## config.mk

```make
export PLATFORM = sky130hd
export DESIGN_NAME = ifid_fetch_queue
export DESIGN_NICKNAME = d
export VERILOG_FILES = /design/src/rtl/mips_pkg.sv /design/src/rtl/ifid_queue_mem.sv /design/src/rtl/ifid_fetch_queue.sv
export SDC_FILE = /design/constraint.sdc
export NUM_CORES = 1
export LEC_CHECK = 0
export CAP_MARGIN = 20
export CORE_MARGIN = 4
export CORE_UTILIZATION = 30
export DETAILED_ROUTE_END_ITERATION = 6
export PLACE_DENSITY_LB_ADDON = 0.12
export SYNTH_ARGS = -nofsm -noshare
export SYNTH_HDL_FRONTEND = slang
export SYNTH_SLANG_ARGS = --single-unit
```

## constraint.sdc

```tcl
create_clock -name clk -period 4.8 [get_ports clk]
set_input_delay 1.2 -clock clk [delete_from_list [all_inputs] [get_ports clk]]
set_output_delay 1.2 -clock clk [all_outputs]
set_load 0.1 [all_outputs]
```

## src/rtl/mips_pkg.sv

```systemverilog
// mips_pkg
// Shared constants and helpers for the MIPS pipeline queues.
//   MIPS_NOP   : encoding presented to decode when a queue has nothing to offer
//   occ_width  : width of an occupancy counter able to hold 0..depth inclusive
package mips_pkg;

    localparam logic [31:0] MIPS_NOP = 32'h0000_0000;

    // A queue of depth N needs to represent N+1 distinct fill levels.
    function automatic int occ_width(input int depth);
        return $clog2(depth + 1);
    endfunction

endpackage

```

## src/rtl/ifid_queue_mem.sv

```systemverilog
// ifid_queue_mem
// DEPTH x WIDTH register array holding {pc, instr} pairs for the IF/ID queue.
// Synchronous write, asynchronous read, no reset (contents are don't-care
// until written).
//   clk    : rising-edge clock
//   we     : write enable
//   waddr  : write slot
//   wdata  : entry to store
//   raddr  : read slot
//   rdata  : entry currently stored at raddr
module ifid_queue_mem #(
    parameter int DEPTH = 2,
    parameter int WIDTH = 64,
    parameter int PTR_W = 1
) (
    input  logic             clk,
    input  logic             we,
    input  logic [PTR_W-1:0] waddr,
    input  logic [WIDTH-1:0] wdata,
    input  logic [PTR_W-1:0] raddr,
    output logic [WIDTH-1:0] rdata
);

    logic [WIDTH-1:0] mem [0:DEPTH-1];

    // Write port: only the addressed slot is touched.
    always_ff @(posedge clk) begin
        if (we) begin
            mem[waddr] <= wdata;
        end
    end

    assign rdata = mem[raddr];

endmodule

```

## src/rtl/ifid_fetch_queue.sv

```systemverilog
// ifid_fetch_queue
// DEPTH-entry in-order queue of {pc, instr} pairs between fetch and decode.
// Fetch keeps pushing while decode stalls until the queue fills; a flush
// empties it in one cycle; decode sees a NOP whenever it is empty.
//   clk      : rising-edge clock
//   reset    : asynchronous active-high reset
//   flush_i  : discard all stored entries at the next edge
//   push_i   : fetch presents pc_i/instr_i this cycle
//   pc_i     : fetched PC
//   instr_i  : fetched instruction
//   full_o   : queue holds DEPTH entries, fetch must stall
//   pop_i    : decode consumes the head entry this cycle
//   valid_o  : head entry is meaningful
//   pc_o     : head PC, 0 when empty
//   instr_o  : head instruction, NOP_INSTR when empty
//   count_o  : current occupancy
//   drop_o   : one-cycle pulse after a push was refused because the queue was full
module ifid_fetch_queue
    import mips_pkg::*;
#(
    parameter int                   DATA_WIDTH   = 32,
    parameter int                   DEPTH        = 2,
    parameter bit                   FLUSH_ENABLE = 1'b1,
    parameter logic [DATA_WIDTH-1:0] NOP_INSTR   = DATA_WIDTH'(MIPS_NOP)
) (
    input  logic                          clk,
    input  logic                          reset,
    input  logic                          flush_i,
    input  logic                          push_i,
    input  logic [DATA_WIDTH-1:0]         pc_i,
    input  logic [DATA_WIDTH-1:0]         instr_i,
    output logic                          full_o,
    input  logic                          pop_i,
    output logic                          valid_o,
    output logic [DATA_WIDTH-1:0]         pc_o,
    output logic [DATA_WIDTH-1:0]         instr_o,
    output logic [occ_width(DEPTH)-1:0]   count_o,
    output logic                          drop_o
);

    localparam int CNT_W = occ_width(DEPTH);
    // Keep at least one pointer bit so DEPTH=1 still has a legal vector.
    localparam int PTR_W = (DEPTH > 1) ? $clog2(DEPTH) : 1;
    localparam logic [PTR_W-1:0] LAST_SLOT = PTR_W'(DEPTH - 1);

    logic [PTR_W-1:0]        wr_ptr;
    logic [PTR_W-1:0]        rd_ptr;
    logic [CNT_W-1:0]        count_q;
    logic                    drop_q;
    logic                    full;
    logic                    empty;
    logic                    flush_eff;
    logic                    push_acc;
    logic                    pop_acc;
    logic [2*DATA_WIDTH-1:0] head;

    assign full      = (count_q == CNT_W'(DEPTH));
    assign empty     = (count_q == '0);
    assign flush_eff = FLUSH_ENABLE & flush_i;
    // Acceptance depends only on the registered count: no pass-through when
    // full, so full_o never has a combinational path from pop_i.
    assign push_acc  = push_i & ~full;
    assign pop_acc   = pop_i & ~empty;

    ifid_queue_mem #(
        .DEPTH (DEPTH),
        .WIDTH (2 * DATA_WIDTH),
        .PTR_W (PTR_W)
    ) u_mem (
        .clk   (clk),
        .we    (push_acc & ~flush_eff),
        .waddr (wr_ptr),
        .wdata ({pc_i, instr_i}),
        .raddr (rd_ptr),
        .rdata (head)
    );

    // Pointer and occupancy bookkeeping. A flush wins over a same-cycle push
    // and pop; moving rd_ptr onto wr_ptr empties the queue without touching
    // storage. Pointers wrap by compare so DEPTH need not be a power of two.
    always_ff @(posedge clk or posedge reset) begin
        if (reset) begin
            wr_ptr  <= '0;
            rd_ptr  <= '0;
            count_q <= '0;
        end else if (flush_eff) begin
            rd_ptr  <= wr_ptr;
            count_q <= '0;
        end else begin
            if (push_acc) begin
                wr_ptr <= (wr_ptr == LAST_SLOT) ? '0 : wr_ptr + 1'b1;
            end
            if (pop_acc) begin
                rd_ptr <= (rd_ptr == LAST_SLOT) ? '0 : rd_ptr + 1'b1;
            end
            case ({push_acc, pop_acc})
                2'b10:   count_q <= count_q + 1'b1;
                2'b01:   count_q <= count_q - 1'b1;
                default: count_q <= count_q;
            endcase
        end
    end

    // Refused-push indicator; a push discarded by a flush is not a drop.
    always_ff @(posedge clk or posedge reset) begin
        if (reset) begin
            drop_q <= 1'b0;
        end else begin
            drop_q <= push_i & full & ~flush_eff;
        end
    end

    assign full_o  = full;
    assign valid_o = ~empty;
    assign count_o = count_q;
    assign drop_o  = drop_q;
    assign pc_o    = empty ? '0 : head[2*DATA_WIDTH-1:DATA_WIDTH];
    assign instr_o = empty ? NOP_INSTR : head[DATA_WIDTH-1:0];

endmodule
```

* After elaboration in Yosys (flattened, before gate mapping) *
Memory sizes are Yosys's and may differ from the RTL's.
Cells that the tools add are included.

storage, ports and cells
  register bits after elaboration = 5
  RAM bits = 128
  input bits = 69
  word-level logic and storage cells = 34
  memories kept = 1

memories
  name       words  width  rd ports  clocked after Yosys merged registers in  write ports  line                  RTL
  u_mem.mem  2      64     1         0                                        1            ifid_queue_mem.sv:24  logic [WIDTH-1:0] mem [0:DEPTH-1];

cells by class
  add/sub/neg operators = 4
  equal/unequal tests = 3
  muxes and demuxes = 10
  bitwise operators = 8
  reductions and logical operators = 4

operators with widths
  operator             count
  $mux 32              2
  $mux 1               6
  $and 1x1->1          5
  $eq 2x2->1 const B   2
  $pmux 2 s2           1
  $not 1->1            3
  $reduce_bool 3->1    1
  $add 1x1->1 const B  2
  $add 2x1->2 const B  1
  $eq 2x1->1 const B   1
  $logic_not 2->1      1
  $mux 2               1
  $reduce_and 2->1     1
  $reduce_bool 2->1    1
  $sub 2x1->2 const B  1

* Longest topological paths before layout *
Gate-level depths: netlist (run 1).

  word-level depth = 6
  gate-level depth with buffers = 4
  mapped depth without buffers = 3

* Modules after synthesis *
Synthesis (run 1) repeated with hierarchy kept, for this count alone.

unflattened totals
  cells, all modules = 298
  area, all modules = 5670.4 um^2

modules (own cells, without submodules)
  module            times used  cells an instance  area each (um^2)  seq. area each (um^2)
  ifid_queue_mem    1           201                4933.5            3843.7
  ifid_fetch_queue  1           97                 737.0             125.1

* Least setup slack after synthesis (run 1) *
OpenSTA, ideal clock, no wires.

  path kind = input to register
  start = input flush_i
  end = memory u_mem.mem[0][0] (enable)
  library setup time = 0.486 ns
  arrival = 4.095 ns
  required time = 4.314 ns
  path slack = 0.219 ns
  stages = 2
  path buffers = 0
  cells stage by stage = nand3b_1 -> nor2_1

on the way
  cells in the longest elaborated chain, start to end = 4

ends and longest elaborated chain
  element                       line                    RTL
  from (decl)                   ifid_fetch_queue.sv:28  input logic flush_i,
  $not 1->1 (no source line)    n/a
  $and 1x1->1                   ifid_fetch_queue.sv:71  .we (push_acc & ~flush_eff),
  $mux 1                        ifid_queue_mem.sv:28    if (we) begin
  $mux 1 (not written as such)  ifid_queue_mem.sv:29    mem[waddr] <= wdata;
  to (decl)                     ifid_queue_mem.sv:24

Every way passes these cells.

* Worst setup path after layout (run 1) *
  start = register count_q[0], in the netlist count_o[0]
  end = output pc_o[26]

on the way
  cells in the longest elaborated chain, start to end = 2

ends and longest elaborated chain
  element                 line                     RTL
  from (decl)             ifid_fetch_queue.sv:48   logic [CNT_W-1:0] count_q;
  from (signal assigned)  ifid_fetch_queue.sv:97   2'b10: count_q <= count_q + 1'b1;
  from (signal assigned)  ifid_fetch_queue.sv:98   2'b01: count_q <= count_q - 1'b1;
  from (signal assigned)  ifid_fetch_queue.sv:99   default: count_q <= count_q;
  $logic_not 2->1         ifid_fetch_queue.sv:58   assign empty = (count_q == '0);
  $mux 32                 ifid_fetch_queue.sv:117  assign pc_o = empty ? '0 : head[2*DATA_WIDTH-1:DATA_WIDTH];
  to (decl)               ifid_fetch_queue.sv:35   output logic [DATA_WIDTH-1:0] pc_o,

Every way passes these cells.

==> impl_results.md, run 1 <==
- Status: finished clean
- Post-CTS setup buffers: 0
- Power density over the cells: 565 nW/um2
- Synthesized flop and latch total: about 130
- Core Region: about 17000 um2
- First-pass GRT wire length: 17300 um
- Synth Warn #: 0
- CTS buffer count: 17
- Final ANT Viol Nets: 0
- Worst-path fanout max: 36
- All-Layer GR Usage: 11.7%
- Routed length per instance: ~16 um
- Max_slew headroom: about a third
- Final period utilization: a little under nine tenths
- CTS Hold Buffers Added: 0
- Reg2Reg Depth: 4
- R2R Path Start: count_o[0]
- CP startpoint kind: flip-flop
- Die H: 138 um
- Leakage: between 2 and 3 nW
- Finished Layout Cells: just under 700
- Synth area leaders: edfxtp_1, mux2i_1, nor2_1
- Longest Clk Path Bufs: 2
- Cell taking the most area after synthesis: edfxtp_1
- Resized cells post-CTS: 0
- Max Cap Violations: 0
- Initial drt markers: approximately 110
- Syn_nets: around 370
- Slew of the pin with the lowest slew margin: 1.03 ns
- Crit Path Category: reg2out
- Netlist cell types: 20
- Initial antenna violation count: 1
- Cell area after synthesis: approximately 5100 um2
- Register area: 3970 um2
- Vias in the first global route: 3222
- Multi-input logic area: a little over 1000 um2
- Std cell rows: 47
- Inserted Diodes: 0
- Fill count: approximately 1500
- # DRC: 0
- Die area: approximately 19000 um2
- Syn Area/Cell: between 15 and 20 um2
- CP max stage delay: about 1.0 ns
- Grt met1 use: 13.0%
- Worst-path cell with the longest stage delay: clkdlybuf4s50_1
- Vias per cell: 4.32
- Nets: ~520
- Data arrival time of the critical path: between 2 and 3 ns
- Clk sinks: roughly 130
- Worst vdd rail ir drop: 226 uV
- Max Clock Skew: 0.00948 ns
- Final hold vios: 0
- Via count: just under 3000
- Clk slew on worst S/H paths: roughly 0.06 ns
- DR pass1 iterations: 4
- H-tree depth: 4
- Worst setup path start: count_o[0]
- Post-DP HPWL: 6910 um
- # port buffers: about 140
- Worst reg-to-reg setup slack: 2.79 ns
- Yosys top cell area share: 75.4%
- Placed Cells: 650
- Io pins: roughly 140
- Max Clk Rate: roughly 0.24 GHz
- Placer congestion estimate: ~0.73
- GR Overflow Total: 0
- Met3 Use GR: ~4.7%
- Min-delay src: wr_ptr
- GRT met2 Usage: 20.0%
- Crit-path cells: nor2_4 > nor2_1 > clkdlybuf4s50_1
- Slew Viols, Final: 0
- Post-Syn Instances: 300
- Share of layout cells above drive strength 1: between 10% and 20%
- CP Capture Type: output pin
- Clk root buf: clkbuf_16
- Gr busiest metal: met2
- CTS tree: done
- CP required: 3.60 ns
- Starting Density: around 31%
- Min cycle time layout: about 4.1 ns
- Post-synthesis sequential area ratio: slightly below 80%
- Final setup fails: 0
- Final wirelength: 10800 um
- Crit path to: pc_o[26]
- Clk_lat worst skew: just over 0.4 ns
- Die X: ~140 um
- Hold Path Class: reg2reg
- Setup tns final: 0 ns
- Largest net degree at the start of global routing: 43
- Area delta synth->final: 42.6%
- RR Endpoint: u_mem.mem[0][31]
- RSZ-0062 raised after global routing: false
[metrics by stage]
| stage | utilization, % | setup slack, ns | power, W | hold slack (ns) | cell area [um2] |
|---|---|---|---|---|---|
| 5_1_grt | 43.7 | 0.427 | 0.00427 | 0.609 | 7270 |
| 3_5_place_dp | 39.9 | 1.01 | 0.00277 | 0.579 | 6630 |
| 3_3_place_gp | 39.9 | 1.05 | 0.00276 | 0.555 | 6630 |
| 2_1_floorplan | - | 0.219 | 0.00248 | 0.488 | 5100 |
| 4_1_cts | 43.7 | 0.555 | 0.00417 | 0.586 | 7270 |
| 6_report | 43.7 | 0.667 | 0.00411 | 0.582 | 7270 |
[worst max-delay path, delay by kind of cell (launching register included)]
kind / cells / cell delay (ns)
AND/OR/NAND/NOR: 2 / 1.00
flip-flops: 1 / 0.48
buffers and inverters: 1 / 1.02
[layout by cell type, fill, tap and decap left out, drive strengths merged]
cell type      Yosys  routed
a21o               1       1
a21oi              3       3
buf               14      41
bufinv             0       5
clkbuf             0      18
clkdlybuf4s50      0     103
clkinv             0       8
dfrtp              5       5
edfxtp           128     128
inv                4       5
mux2i             65      65
nand2              1       1
nand2b             2       2
nand3              1       1
nand3b             2       2
nor2              67      67
nor3b              2       2
o21ai              2       2
or2                1       1
xnor2              1       1
xor2               1       1
[registers in the layout, summed over array words and instances, names as in the netlist]
register	cells
wr_ptr	1
rd_ptr	1
u_mem.mem	128
drop_o	1
count_o	2
[routing by layer]
| metal | part of all wire (%) | up-vias |
|---|---|---|
| met2 | 51 | 96 |
| li1 | - | 1407 |
| met4 | 1.8 | 2 |
| met3 | 6.2 | 20 |
| met5 | 0.12 | - |
| met1 | 41 | 1419 |
[logic make-up (layout without fill, tap and decap cells)]
kind of cell	after synthesis	after routing	synth area share, %
AO/OA/AOI/OAI	6	6	0.638
XOR/XNOR	2	2	0.344
buffers and inverters	18	180	2.33
flip-flops	133	133	77.9
multiplexers	65	65	12.8
AND/OR/NAND/NOR	76	76	6.06
[layout make-up]
type | count | area share (%)
inverters | 4 | 0.207
well taps | 220 | 3.79
repair buffers | 144 | 18.4
clock buffers | 18 | 5.90
flip-flops and latches | 133 | 54.6
multi-input cells | 149 | 14.2
clock inverters | 14 | 2.86
[synth_stat cells]
cell type	number
nand2b_1	2
buf_2	8
nand3b_1	2
buf_4	1
a21o_1	1
or2_0	1
nand2_1	1
nand3_1	1
dfrtp_1	5
xor2_1	1
nor3b_1	2
xnor2_1	1
a21oi_1	3
inv_2	1
o21ai_1	2
edfxtp_1	128
buf_6	5
nor2_1	67
inv_1	3
mux2i_1	65
[worst min path at each step]
stage	endpoint	slack (ns)	depth (start not counted)
2_1_floorplan	wr_ptr	0.49	1
3_3_place_gp	wr_ptr	0.55	1
3_5_place_dp	wr_ptr	0.58	1
4_1_cts	wr_ptr	0.59	1
5_1_grt	wr_ptr	0.61	1
6_report	wr_ptr	0.58	1
[power breakdown]
group	internal [W]	leakage (nW)	total, W	switching (W)
Sequential	0.00142	1.24	0.00153	0.000110
Clock	0.000918	0.313	0.00138	0.000462
Combinational	0.000342	1.11	0.00120	0.000857
Note: power is estimated with default switching activity, not from simulation.
==> run 2, diff against run 1 <==
--- a/config.mk
+++ b/config.mk
@@ -10,6 +10,7 @@
 export CORE_UTILIZATION = 30
 export DETAILED_ROUTE_END_ITERATION = 6
 export PLACE_DENSITY_LB_ADDON = 0.12
+export REMOVE_ABC_BUFFERS = 1
 export SYNTH_ARGS = -nofsm -noshare
 export SYNTH_HDL_FRONTEND = slang
 export SYNTH_SLANG_ARGS = --single-unit
==> impl_results.md, run 2 (synthesis gave the netlist of run 1 again) <==
- Final ANT Viol Nets: 0
- Status: finished clean
- CTS tree: done
- Via count: 2892
- Power Total: between 0.004 and 0.005 W
- Share of layout cells above drive strength 1: 16.7%
- Area delta synth->final: 42.2%
- Clk_lat worst skew: just over 0.4 ns
- All-Layer GR Usage: 11.2%
- H-tree depth: 4
- Initial drt markers: 91
- Post-DP HPWL: between 6000 and 7000 um
- # port buffers: roughly 140
- Reg2Reg Depth: 4
- Leading cell types in the layout, fill and taps excluded: edfxtp_1, clkdlybuf4s50_1, mux2i_1
- Die X: 138 um
- Routed length per instance: roughly 16 um
- Power density over the cells: about 560 nW/um2
- Io pins: around 140
- Crit Path Category: reg2out
- Vias in the first global route: 3133
- Worst setup path start: count_o[0]
- Register area: about 4000 um2
- GR Overflow Total: 0
- CTS buffer count: 17
- Worst reg-to-reg setup slack: roughly 2.6 ns
- Initial antenna violation count: 0
- Placer congestion estimate: around 0.67
- Longest Clk Path Bufs: 2
- Max Cap Violations: 0
- R2R Path Start: count_o[0]
- Final hold vios: 0
- Max_slew headroom: around a third
- Hold Path Class: reg2reg
- Clk slew on worst S/H paths: 0.05 ns
- Post-CTS setup buffers: 0
- Max Clk Rate: 0.256 GHz
- Max reg flops: around 130
- Final wirelength: 10600 um
- First-pass GRT wire length: ~17000 um
- Inserted Diodes: 0
- Clk sinks: between 100 and 150
- Nets: ~520
- RSZ-0062 raised after global routing: false
- Starting Density: between 30% and 40%
- CTS Hold Buffers Added: 0
- Leakage: between 2 and 3 nW
- Hold Slack: approximately 0.57 ns
- Crit path to: instr_o[24]
- Biggest register: u_mem.mem
- Largest net degree at the start of global routing: 65
- CP required: about 3.6 ns
- Worst vdd rail ir drop: approximately 230 uV
- Std cell rows: 47
- Core Region: around 17000 um2
- DR pass1 iterations: 4
- Clk root buf: clkbuf_16
- Die H: approximately 140 um
- CP Capture Type: output pin
- Die area: approximately 19000 um2
- Resized cells post-CTS: 0
- Vias per cell: 4.25
- Worst-path fanout max: 31
- Final core utilization: 43.5%
- Slew Viols, Final: 0
- Data arrival time of the critical path: approximately 2.7 ns
- # DRC: 0
- Min cycle time layout: 3.91 ns
- Max Clock Skew: 0.00549 ns
- Slew of the pin with the lowest slew margin: ~1 ns
- RR Endpoint: u_mem.mem[1][12]
- Multi-input logic area: around 1000 um2
- CP startpoint kind: flip-flop
- Final setup fails: 0
- Final period utilization: between 80 and 90%
- Fill count: between 1000 and 1500
- Most common cell after layout, fill and taps aside: edfxtp_1
-- run 2: layout make-up --
type,count,share of cell area (%)
well taps,220,3.80
clock buffers,18,5.92
inverters,4,0.207
flip-flops and latches,133,54.8
multi-input cells,149,14.2
repair buffers,142,18.1
clock inverters,14,2.88
-- run 2: routing by layer --
layer	GRT usage, %	wire length [um]
met3	5.77	789
met1	12.6	4470
met2	18.5	5160
met4	4.06	126
met5	0	0
-- run 2: worst max-delay path, stage by stage (launching register included) --
cell,delay (ns)
dfrtp_1,0.46
nor2_4,0.67
nor2_1,0.14
clkdlybuf4s50_1,1.01
-- run 2: worst min path at each step --
stage / start / depth (start not counted) / endpoint
after floorplan: wr_ptr / 1 / wr_ptr
after global placement: wr_ptr / 1 / wr_ptr
after detailed placement: wr_ptr / 1 / wr_ptr
after CTS: wr_ptr / 1 / wr_ptr
after global routing: wr_ptr / 1 / wr_ptr
final: wr_ptr / 1 / wr_ptr
-- run 2: metrics by stage --
stage | cell area, um2 | std cells | setup TNS [ns] | setup WS, ns
finish | 7250 | 680 | 0 | 0.894
detailed placement | 6610 | 648 | 0 | 1.26
global route | 7250 | 680 | 0 | 0.693
CTS | 7250 | 680 | 0 | 0.810
floorplan | 4990 | 286 | -41.47 | -0.645
global placement | 6610 | 648 | 0 | 1.29
-- run 2: where the power goes --
group	leakage (nW)	internal, W	switching (W)
clock	0.305	0.000917	0.000460
combinational	1.11	0.000336	0.000878
sequential	1.24	0.00142	0.0000852
total	2.65	0.00267	0.00142
